File: src/rtl/pc_sequencer.sv
// Program-counter sequencer: holds prog_ctr for CPI cycles, then increments, branches, calls or returns.
// Optional return-address stack enabled by defining PC_STACK_EN.
module pc_sequencer #(
   parameter int             D         = 12,
   parameter int             CPI       = 6,
   parameter logic [D-1:0]   RESET_VEC = '0,
   parameter int             STK_DEPTH = 4,
   localparam int            PW        = (CPI > 1) ? $clog2(CPI) : 1
) (
   input  logic          clk,
   input  logic          reset,
   input  logic          stall,
   input  logic          branch_abs,
   input  logic          branch_rel,
   input  logic [D-1:0]  target,
   input  logic [D-1:0]  offset,
   input  logic          call,
   input  logic          ret,
   output logic [D-1:0]  prog_ctr,
   output logic [PW-1:0] phase,
   output logic          instr_done,
   output logic          stk_empty,
   output logic          stk_full,
   output logic          stk_err
);

   localparam logic [PW-1:0] LAST_PHASE = PW'(CPI - 1);

   typedef enum logic [2:0] {
      OP_INC,
      OP_REL,
      OP_ABS,
      OP_CALL,
      OP_RET
   } op_t;

   op_t          op;
   logic [D-1:0] pc_inc;
   logic [D-1:0] pc_next;

   assign instr_done = (phase == LAST_PHASE) && !stall;
   assign pc_inc     = prog_ctr + D'(1);

   // Fixed priority: ret > call > branch_abs > branch_rel > increment.
   always_comb begin
      op = OP_INC;
      if (ret)             op = OP_RET;
      else if (call)       op = OP_CALL;
      else if (branch_abs) op = OP_ABS;
      else if (branch_rel) op = OP_REL;
   end

`ifdef PC_STACK_EN
   localparam int            SW      = $clog2(STK_DEPTH + 1);
   localparam int            AW      = (STK_DEPTH > 1) ? $clog2(STK_DEPTH) : 1;
   localparam logic [SW-1:0] SP_FULL = SW'(STK_DEPTH);

   logic [D-1:0]  stk_mem [STK_DEPTH];
   logic [SW-1:0] sp;
   logic [D-1:0]  stk_top;
   logic          push;
   logic          pop;
   logic          set_err;

   assign stk_empty = (sp == '0);
   assign stk_full  = (sp == SP_FULL);
   assign stk_top   = stk_mem[AW'(sp - 1'b1)];

   // NOTE: every output of this block gets a default first so no path can infer a latch.
   always_comb begin
      pc_next = pc_inc;
      push    = 1'b0;
      pop     = 1'b0;
      set_err = 1'b0;
      unique case (op)
         OP_REL:  pc_next = prog_ctr + offset;
         OP_ABS:  pc_next = target;
         OP_CALL: begin
            pc_next = target;
            push    = !stk_full;
            set_err = stk_full;
         end
         OP_RET: begin
            if (!stk_empty) begin
               pc_next = stk_top;
               pop     = 1'b1;
            end else begin
               set_err = 1'b1;
            end
         end
         default: ;
      endcase
   end

   // NOTE: state registers use non-blocking assignments so every flop samples pre-edge values.
   always_ff @(posedge clk or negedge reset) begin
      if (!reset) begin
         sp      <= '0;
         stk_err <= 1'b0;
      end else if (instr_done) begin
         if (push)     sp <= sp + 1'b1;
         else if (pop) sp <= sp - 1'b1;
         if (set_err)  stk_err <= 1'b1;
      end
   end

   // NOTE: stack storage is deliberately unreset; the pointer alone defines which entries are valid.
   always_ff @(posedge clk) begin
      if (instr_done && push) stk_mem[AW'(sp)] <= pc_inc;
   end
`else
   // Without storage, call is an absolute jump and ret an increment.
   always_comb begin
      pc_next = pc_inc;
      unique case (op)
         OP_REL:  pc_next = prog_ctr + offset;
         OP_ABS:  pc_next = target;
         OP_CALL: pc_next = target;
         OP_RET:  pc_next = pc_inc;
         default: ;
      endcase
   end

   assign stk_empty = 1'b1;
   assign stk_full  = (STK_DEPTH < 1);
   assign stk_err   = 1'b0;
`endif

   always_ff @(posedge clk or negedge reset) begin
      if (!reset) begin
         phase    <= '0;
         prog_ctr <= RESET_VEC;
      end else if (!stall) begin
         phase <= (phase == LAST_PHASE) ? '0 : phase + 1'b1;
         if (instr_done) prog_ctr <= pc_next;
      end
   end

endmodule

File: config.mk
export PLATFORM = sky130hd
export DESIGN_NAME = pc_sequencer
export DESIGN_NICKNAME = d
export VERILOG_FILES = /design/src/rtl/pc_sequencer.sv
export SDC_FILE = /design/constraint.sdc
export NUM_CORES = 1
export LEC_CHECK = 0
export BUFFER_PORTS_ARGS = -buffer_cell sky130_fd_sc_hd__buf_2
export CAP_MARGIN = 10
export CORE_ASPECT_RATIO = 0.7
export CORE_UTILIZATION = 44
export DETAILED_ROUTE_END_ITERATION = 10
export MAX_ROUTING_LAYER = met4
export PLACE_DENSITY = 0.76
export SYNTH_ARGS = -nofsm -noshare
export SYNTH_HDL_FRONTEND = slang
export SYNTH_SLANG_ARGS = --single-unit
export TNS_END_PERCENT = 100
File: constraint.sdc
create_clock -name clk -period 2 [get_ports clk]
set_clock_uncertainty 0.15 [all_clocks]
set_input_delay 0 -clock clk [delete_from_list [all_inputs] [get_ports clk]]
set_output_delay 0 -clock clk [all_outputs]
set_load 0.01 [all_outputs]
After elaboration in Yosys (flattened, before gate mapping)
Cells that the tools add are included.
{"block": "totals", "register_bits": 15, "in_bits": 31, "out_inout_bits": 19, "word_cells": 20}
{"block": "classes", "addsub": 3, "n_eq_ne": 4, "n_mux": 6, "bitwise": 1, "reduce_logical": 4}
{"op": "$pmux W12 S2", "count": 1}
{"op": "$add A12 B1 Y12 const B", "count": 1}
{"op": "$add A12 B12 Y12", "count": 1}
{"op": "$eq A3 B2 Y1 const B", "count": 2}
{"op": "$mux W3", "count": 2}
{"op": "$mux W2", "count": 2}
{"op": "$add A3 B1 Y3 const B", "count": 1}
{"op": "$eq A3 B1 Y1 const B", "count": 1}
{"op": "$eq A3 B3 Y1 const B", "count": 1}
{"op": "$reduce_and A2 Y1", "count": 1}
{"op": "$reduce_or A2 Y1", "count": 1}
{"op": "$logic_and A1 B1 Y1", "count": 1}
{"op": "$logic_not A1 Y1", "count": 1}
{"op": "$mux W1", "count": 1}
{"op": "$not A1 Y1", "count": 1}

Depth between registers and ports, before layout
Gate-level depths: netlist (run 1).
{"block": "depth", "ltp_word": 7, "mapped_depth": 11}

Least setup slack after synthesis (run 1)
Ideal clock, no wire load.
{"block": "synth_timing", "path_type": "input to register", "from": "input call", "to": "register prog_ctr[8]", "setup_time_ns": 0.127, "t_arrival_ns": 1.865, "t_required_ns": 1.723, "setup_slack_ns": -0.142, "stages": 10, "path_buffers": 1, "path_cell_list": "nor4b_2 > clkbuf_1 > and2_1 > ha_1 > a21o_1 > a21oi_1 > nand2_1 > o31ai_1 > xor2_1 > o21ai_1"}
{"block": "synth_via", "elab_chain_cells": 5, "word_cells_on_any_way": 7, "cone_classes": "eq/ne (3); mux (3); reduce/logical (1)"}
{"item": "start: declaration", "line_no": "17", "text": "input logic call,"}
{"item": "$mux W2 *", "line_no": "48", "text": "else if (call) op = OP_CALL;"}
{"item": "$mux W3 *", "line_no": "47", "text": "if (ret) op = OP_RET;"}
{"item": "$eq A3 B2 Y1", "line_no": "115", "text": "unique case (op)"}
{"item": "$reduce_or A2 Y1 (no line)"}
{"item": "$pmux W12 S2 *", "line_no": "115"}
{"item": "end signal: assignment", "line_no": "135", "text": "if (instr_done) prog_ctr <= pc_next;"}
{"item": "end: declaration", "line_no": "19", "text": "output logic [D-1:0] prog_ctr,"}
Mark *: on every way between the ends. The rest lies on a longest branch, timed or not.
A chain may end at the register's enable or synchronous reset.

Worst setup path in the final report (run 1)
{"block": "layout_timing", "from": "register prog_ctr[1]", "to": "register prog_ctr[7]"}
{"block": "layout_via", "elab_chain_cells": 2, "word_cells_on_any_way": 3, "cone_classes": "add/sub (2); mux (1)"}
{"item": "$add A12 B1 Y12 or $add A12 B12 Y12 (tied branches)", "line_no": "42, 116"}
{"item": "$pmux W12 S2 *", "line_no": "115"}
Marks and branches as above.

==> impl_metrics.json, run 1 <==
{
  "status": "finished, violations left",
  "violations": "negative setup slack",
  "yosysUniqueCellTypes": 41,
  "total_power_mw": 2.19,
  "worst_pin_slew_ns": 0.623,
  "io_buffers": 46,
  "min_period_ns": 2.05,
  "path_class": "register to register",
  "clock_tree.root_cell": "clkbuf_8",
  "synth_top_area_share_pct": 29.3,
  "hold_viol": 0,
  "syn_area_um2": 1280,
  "yosysTopAreaCell": "dfrtp_1",
  "clkSinkCount": 15,
  "combPwrFrac_pct": 60.7,
  "rows": 15,
  "overflow": 0,
  "max_cap_violations": 0,
  "num_vias": 1421,
  "min_path_type": "input port to asynchronous set/reset pin",
  "cts_tree": "done",
  "synth.area.top_cells": "dfrtp_1, ha_1, nand2_1",
  "diodes": 0,
  "yosysWarningCount": 0,
  "regToRegEndpoint": "prog_ctr[7]",
  "fmax_mhz": 489,
  "fin_nets": 279,
  "synth_common_cells": "nand2_1, dfrtp_1, a21oi_1, nor2_1, ha_1",
  "maxSlewViolCount": 0,
  "drc": 0,
  "regToRegStartpoint": "prog_ctr[1]",
  "antenna_found_initial": 0,
  "ys_async_sr_fraction_pct": 100,
  "peakVddDrop_v": 0.000668,
  "synth_flop_cell": "dfrtp_1",
  "period_share_pct": 102,
  "htree_levels": 1,
  "final_core_util_pct": 76.3,
  "avgSynthCellArea_um2": 8.38,
  "place_congestion": 0.875,
  "routed_wl_um": 3750,
  "clkTransAtPathRegs_ns": 0.07,
  "synth_edf_count": 0,
  "r2r_cells": 7,
  "yosys_register_bits": 15,
  "power_density_nw_per_um2": 1100,
  "max_stage_delay_ns": 0.40,
  "swShare_pct": 41.8,
  "synthToLayoutAreaGrowth_pct": 55.2,
  "clkPwrFrac_pct": 12.0,
  "power.net_switching_mw": 0.917,
  "dr.pass1.iters": 4,
  "cts_buffer_depth": 2,
  "grt_max_degree": 16,
  "clk_latency_ns": 0.26,
  "crit_path_top_delay_cell": "dfrtp_1",
  "p_int_mw": 1.28,
  "p_seq_share_pct": 27.3,
  "seq_area_frac_synth_pct": 29.3,
  "viasPerCell": 5.28,
  "grt_pass1_vias": 1323,
  "p_leak_nw": 0.989,
  "slew-limit-headroom_pct": 58.3,
  "yosysMostFrequentCell": "nand2_1",
  "die_area_um2": 3140,
  "worst_setup_path_end_kind": "register",
  "critPathLaunchType": "register",
  "core_um2": 2610,
  "layout-drive-gt1-share_pct": 42.1,
  "synthesis.instances": 153,
  "r2r_slack_ns": -0.05,
  "die_width_um": 66.5,
  "setup_ws_ns": -0.0471,
  "track_usage_pct": 27.0,
  "rsz0062_at_grt": "yes",
  "ios": 50,
  "wire_per_inst_um": 13.9,
  "grt_pass1_wl_um": 5890,
  "drt_first_iter_violations": 60,
  "cp_cell_sequence": "ha_1 > a21o_1 > nand4_1 > and3b_4 > or3b_1 > a32oi_1 > a21oi_1",
  "setup_violations": 2,
  "hpwlAfterDp_um": 2780,
  "arrival_ns": 2.04,
  "critical_path_required_ns": 1.99,
  "die_height_um": 47.2,
  "cts_buffers": 3,
  "crit_fanout": 5,
  "ant_nets": 0,
  "start_util_pct": 49.2
}
-- state kept, by name (all words and copies together), names as in the netlist --
| name | cells |
|---|---|
| prog_ctr | 12 |
| phase | 3 |
-- worst max-delay path by stage --
stage,startpoint,endpoint,depth (start not counted)
5_1_grt,prog_ctr[1],prog_ctr[7],7
3_5_place_dp,ret,prog_ctr[8],13
6_report,prog_ctr[1],prog_ctr[7],7
2_1_floorplan,ret,prog_ctr[7],9
3_3_place_gp,ret,prog_ctr[8],13
4_1_cts,prog_ctr[1],prog_ctr[7],7
-- placed cells by master, fill, tap and decap left out, drive strengths merged --
master	synthesis	final
o21ai	10	10
o2111ai	1	1
nor2	13	13
nand3	3	3
nor2b	2	2
nor3	3	3
conb	2	3
or3	1	1
nor3b	1	1
xnor2	7	7
fa	1	1
a21oi	13	13
clkinv	0	1
a22oi	4	4
a32oi	1	1
ha	11	11
clkbuf	1	3
and2	9	9
a311o	1	1
nand4	1	1
o311ai	1	1
o21a	1	1
a31oi	2	2
inv	4	4
a21o	5	5
xor2	3	3
and3b	1	1
nand2	18	18
nor4b	1	1
buf	7	71
dfrtp	15	15
nand2b	4	4
a211oi	2	2
or2	1	1
dlygate4sd3	0	14
o31ai	1	1
or3b	2	2
-- critical path, delay by kind of cell (launching register included) --
family	cells	cell delay, ns
simple gates	3	0.66
compound gates	3	0.42
flops	1	0.40
fa+ha+maj	1	0.28
-- layout make-up --
| class | count | area (µm²) |
|---|---|---|
| Inverter | 4 | 15.0 |
| Timing Repair Buffer | 85 | 562 |
| Sequential cell | 15 | 377 |
| Fill cell | 191 | 618 |
| Tap cell | 34 | 42.5 |
| Clock buffer | 3 | 41.3 |
| Clock inverter | 1 | 5.00 |
| Multi-Input combinational cell | 127 | 948 |
-- repair_timing --
action | in CTS | in global routing
endpoints found under the setup margin | 4 | 8
gates resized for setup | 2 | 9
setup buffers | 2 | 0
hold buffers | 14 | 0
gates cloned | 0 | 0
endpoints found under the hold margin | 30 | 0
pin swaps | 4 | 6
-- cells by family after synthesis --
kind of cell             Yosys count  synth area share [%]
AO/OA/AOI/OAI                     42                  21.0
XOR/XNOR                          10                  6.83
adder cells (fa/ha/maj)           12                  12.3
buffers and inverters             12                  5.17
flip-flops                        15                  29.3
other                              2                 0.586
AND/OR/NAND/NOR                   60                  24.9
-- per-layer routing --
metal,share of wire [%],up-vias,wire [µm],GRT usage [%]
li1,-,700,-,-
met1,45,659,1690,32.3
met4,1.5,0,58,8.94
met5,0,-,0,-
met2,47,54,1750,45.7
met3,6.6,8,246,6.31
-- power groups by stage --
stage | logic (mW) | clock network (mW) | registers, mW
after CTS | 1.27 | 0.266 | 0.590
after detailed placement | 1.21 | 0 | 0.595
after global placement | 1.19 | 0 | 0.582
final | 1.33 | 0.263 | 0.600
after floorplan | 0.674 | 0 | 0.645
after global routing | 1.46 | 0.280 | 0.618
-- through the flow --
step                area (µm²)  setup WS (ns)  TNS [ns]  std cells  hold slack (ns)
floorplan                 1350        -0.0139   -0.0139        154           -0.446
global placement          1740         -0.199     -1.07        249           -0.222
detailed placement        1740         -0.276     -1.54        249           -0.220
CTS                       1950        -0.0392   -0.0850        269           0.0345
global route              1990         -0.138    -0.500        269           0.0786
finish                    1990        -0.0471   -0.0786        269           0.0221
No activity file was read; power rests on OpenSTA's default activity.
==> inputs of run 2 (changes only) <==
--- a/config.mk
+++ b/config.mk
@@ -5,13 +5,14 @@
 export SDC_FILE = /design/constraint.sdc
 export NUM_CORES = 1
 export LEC_CHECK = 0
+export ABC_AREA = 1
 export BUFFER_PORTS_ARGS = -buffer_cell sky130_fd_sc_hd__buf_2
 export CAP_MARGIN = 10
 export CORE_ASPECT_RATIO = 0.7
-export CORE_UTILIZATION = 44
+export CORE_UTILIZATION = 47
 export DETAILED_ROUTE_END_ITERATION = 10
 export MAX_ROUTING_LAYER = met4
-export PLACE_DENSITY = 0.76
+export PLACE_DENSITY = 0.77
 export SYNTH_ARGS = -nofsm -noshare
 export SYNTH_HDL_FRONTEND = slang
 export SYNTH_SLANG_ARGS = --single-unit
==> run 2 against run 1 <==
Effect of this change: the run now ends clean; cell area is 4.5% higher; largest cell class unchanged; non-clock buffer count is 17 lower; worst hold slack better by 0.026 ns; critical endpoint is now prog_ctr[11]; global-route usage is 1.2 points lower.
==> impl_metrics.json, run 2 <==
{
  "avgSynthCellArea_um2": 6.27,
  "combPwrFrac_pct": 58.2,
  "mostFrequentLayoutCell": "nand2_1",
  "place_congestion": 0.991,
  "grt_pass1_wl_um": 7130,
  "seq_area_frac_synth_pct": 23.5,
  "yosysUniqueCellTypes": 30,
  "wire_per_inst_um": 11.6,
  "min_period_ns": 1.85,
  "maxSlewViolCount": 0,
  "ant_nets": 0,
  "synth_fa_ha_area_share_pct": 9.87,
  "worst_setup_path_end_kind": "register",
  "finalSetupTns_ns": 0,
  "clk_latency_ns": 0.26,
  "arrival_ns": 1.86,
  "synth_top_area_share_pct": 23.5,
  "io_buffers": 46,
  "antenna_found_initial": 0,
  "critical-path-top-delay-family": "simple AND/OR/NAND/NOR gates",
  "cpMostUsedCell": "nand2_1",
  "ios": 50,
  "synth_top_family_by_area": "simple AND/OR/NAND/NOR gates",
  "top_regs": "prog_ctr (12), phase (3)",
  "layout_common_cells": "nand2_1, buf_2, inv_1",
  "synth_edf_count": 0,
  "p_int_mw": 1.08,
  "num_vias": 1769,
  "yosysWarningCount": 0,
  "die_width_um": 71.7,
  "drt_first_iter_violations": 118,
  "cts_buffers": 3,
  "clock_tree.root_cell": "clkbuf_8",
  "power_density_nw_per_um2": 975,
  "rows": 17,
  "fmax_mhz": 540,
  "core_um2": 3190,
  "largest_reg_flops": 12,
  "largest-register": "prog_ctr",
  "die_area_um2": 3640,
  "r2r_slack_ns": 0.15,
  "synth.area.top_cells": "dfrtp_1, nand2_1, inv_1",
  "total_power_mw": 2.03,
  "hold_viol": 0,
  "cts_tree": "done",
  "yosys_register_bits": 15,
  "clkPwrFrac_pct": 13.4,
  "hold-worst-slack_ns": 0.0481,
  "dr.pass1.iters": 4,
  "path_buf_inv": 0,
  "power.net_switching_mw": 0.951,
  "status": "complete, no violations",
  "fin_nets": 366,
  "hpwlAfterDp_um": 3200,
  "grt_max_degree": 17,
  "rsz0062_at_grt": "no",
  "p_leak_nw": 1.26,
  "critPathLaunchType": "register",
  "yosysTopAreaCell": "dfrtp_1",
  "synthToLayoutAreaGrowth_pct": 30.2,
  "critical_path_required_ns": 2.01,
  "period_share_pct": 92.6,
  "diodes": 0,
  "synth-xor-area-share_pct": 2.74,
  "max_cap_violations": 0,
  "cts_buffer_depth": 2,
  "max_stage_delay_ns": 0.41,
  "synth_compound_area_share_pct": 10.4,
  "synth_common_cells": "nand2_1, inv_1, nor2_1",
  "synth_flop_cell": "dfrtp_1",
  "crit_path_top_delay_cell": "dfrtp_1",
  "start_util_pct": 50.1,
  "track_usage_pct": 25.8,
  "peakVddDrop_v": 0.000649,
  "grt_pass1_vias": 1628,
  "clkSinkCount": 15,
  "htree_levels": 1,
  "synth_mux_area_share_pct": 0,
  "setup_ws_ns": 0.147,
  "routed_wl_um": 4190,
  "layout-drive-gt1-share_pct": 25.2,
  "dp_worst_setup_slack_ns": 0.0612,
  "synthSimpleGateAreaFrac_pct": 38.4,
  "crit_fanout": 5,
  "overflow": 0,
  "p_seq_share_pct": 28.3,
  "syn_area_um2": 1600,
  "viasPerCell": 4.91,
  "cp_cell_sequence": "ha_1 > nand2_2 > nor2_2 > nand3_1 > nand2_1 > nand2_1 > nand3_1 > nand3_1 > nand2_1 > nand2_1",
  "min_path_type": "input port to asynchronous set/reset pin",
  "die_height_um": 50.8,
  "drc": 0,
  "swShare_pct": 46.9,
  "yosysMostFrequentCell": "nand2_1",
  "path_class": "register to register",
  "clkTransAtPathRegs_ns": 0.07,
  "synthesis.instances": 255,
  "setup_violations": 0,
  "ys_async_sr_fraction_pct": 100
}
[run 2: changes by cell type in the layout (fill, tap and decap cells not counted), moves of 4 or more]
cell | previous run | this run
nand2_2 | 1 | 5
buf_4 | 24 | 8
nand3_1 | 3 | 17
xnor2_1 | 7 | 2
a21o_1 | 5 | 1
ha_1 | 6 | 11
a22oi_1 | 4 | 0
nand2_1 | 17 | 76
and2_1 | 7 | 0
nor2_1 | 12 | 26
inv_1 | 3 | 44
[run 2: what timing repair did]
item,4_1_cts,5_1_grt
setup endpoints to repair,0,3
setup buffers,0,1
hold buffers,14,0
endpoints found under the hold margin,30,0
resized for setup,0,1
[run 2: area by class of cell]
type                            instances  area [µm²]
Multi-Input combinational cell        186         995
Fill cell                             296        1110
Clock inverter                          1        7.51
Clock buffer                            3        41.3
Timing Repair Buffer                   68         430
Inverter                               49         184
Tap cell                               38        47.5
Sequential cell                        15         375
[run 2: logic make-up (layout without fill, tap and decap cells)]
| logic type | after synthesis | count (layout) |
|---|---|---|
| buffers and inverters | 55 | 121 |
| adders and majority gates | 12 | 12 |
| AOI/OAI and AO/OA | 29 | 29 |
| other | 2 | 3 |
| and+or+nand+nor | 137 | 137 |
| xor gates and xnor gates | 5 | 5 |
| DFF | 15 | 15 |
[run 2: routing by layer]
metal | track usage (%) | vias to the layer above | wire length [µm]
met3 | 4.42 | 8 | 232
met1 | 36.2 | 786 | 2100
li1 | - | 913 | -
met5 | - | - | 0
met4 | 2.94 | 0 | 40
met2 | 40.3 | 62 | 1820
[run 2: final timing paths]
| kind | from | cells past startpoint | to |
|---|---|---|---|
| min in group clk | offset[0] | 5 | prog_ctr[0] |
| setup / recovery | prog_ctr[3] | 10 | prog_ctr[11] |
| hold reg to reg | phase[0] | 1 | phase[0] |
| max in group asynchronous | reset | 2 | prog_ctr[2] |
| setup reg to reg | prog_ctr[3] | 10 | prog_ctr[11] |
| hold / removal | reset | 2 | phase[2] |
[run 2: through the flow]
step	instances	util (%)	area, µm²
after floorplan	256	-	1600
after global placement	341	59.0	1880
after detailed placement	341	59.0	1880
after CTS	359	64.9	2070
after global routing	360	65.2	2080
final	360	65.2	2080
[run 2: power groups by stage]
stage	clock network, mW	registers (mW)	logic, mW
CTS	0.270	0.575	1.16
global placement	0	0.577	1.10
finish	0.272	0.575	1.18
detailed placement	0	0.579	1.13
global route	0.285	0.590	1.34
floorplan	0	0.629	0.718
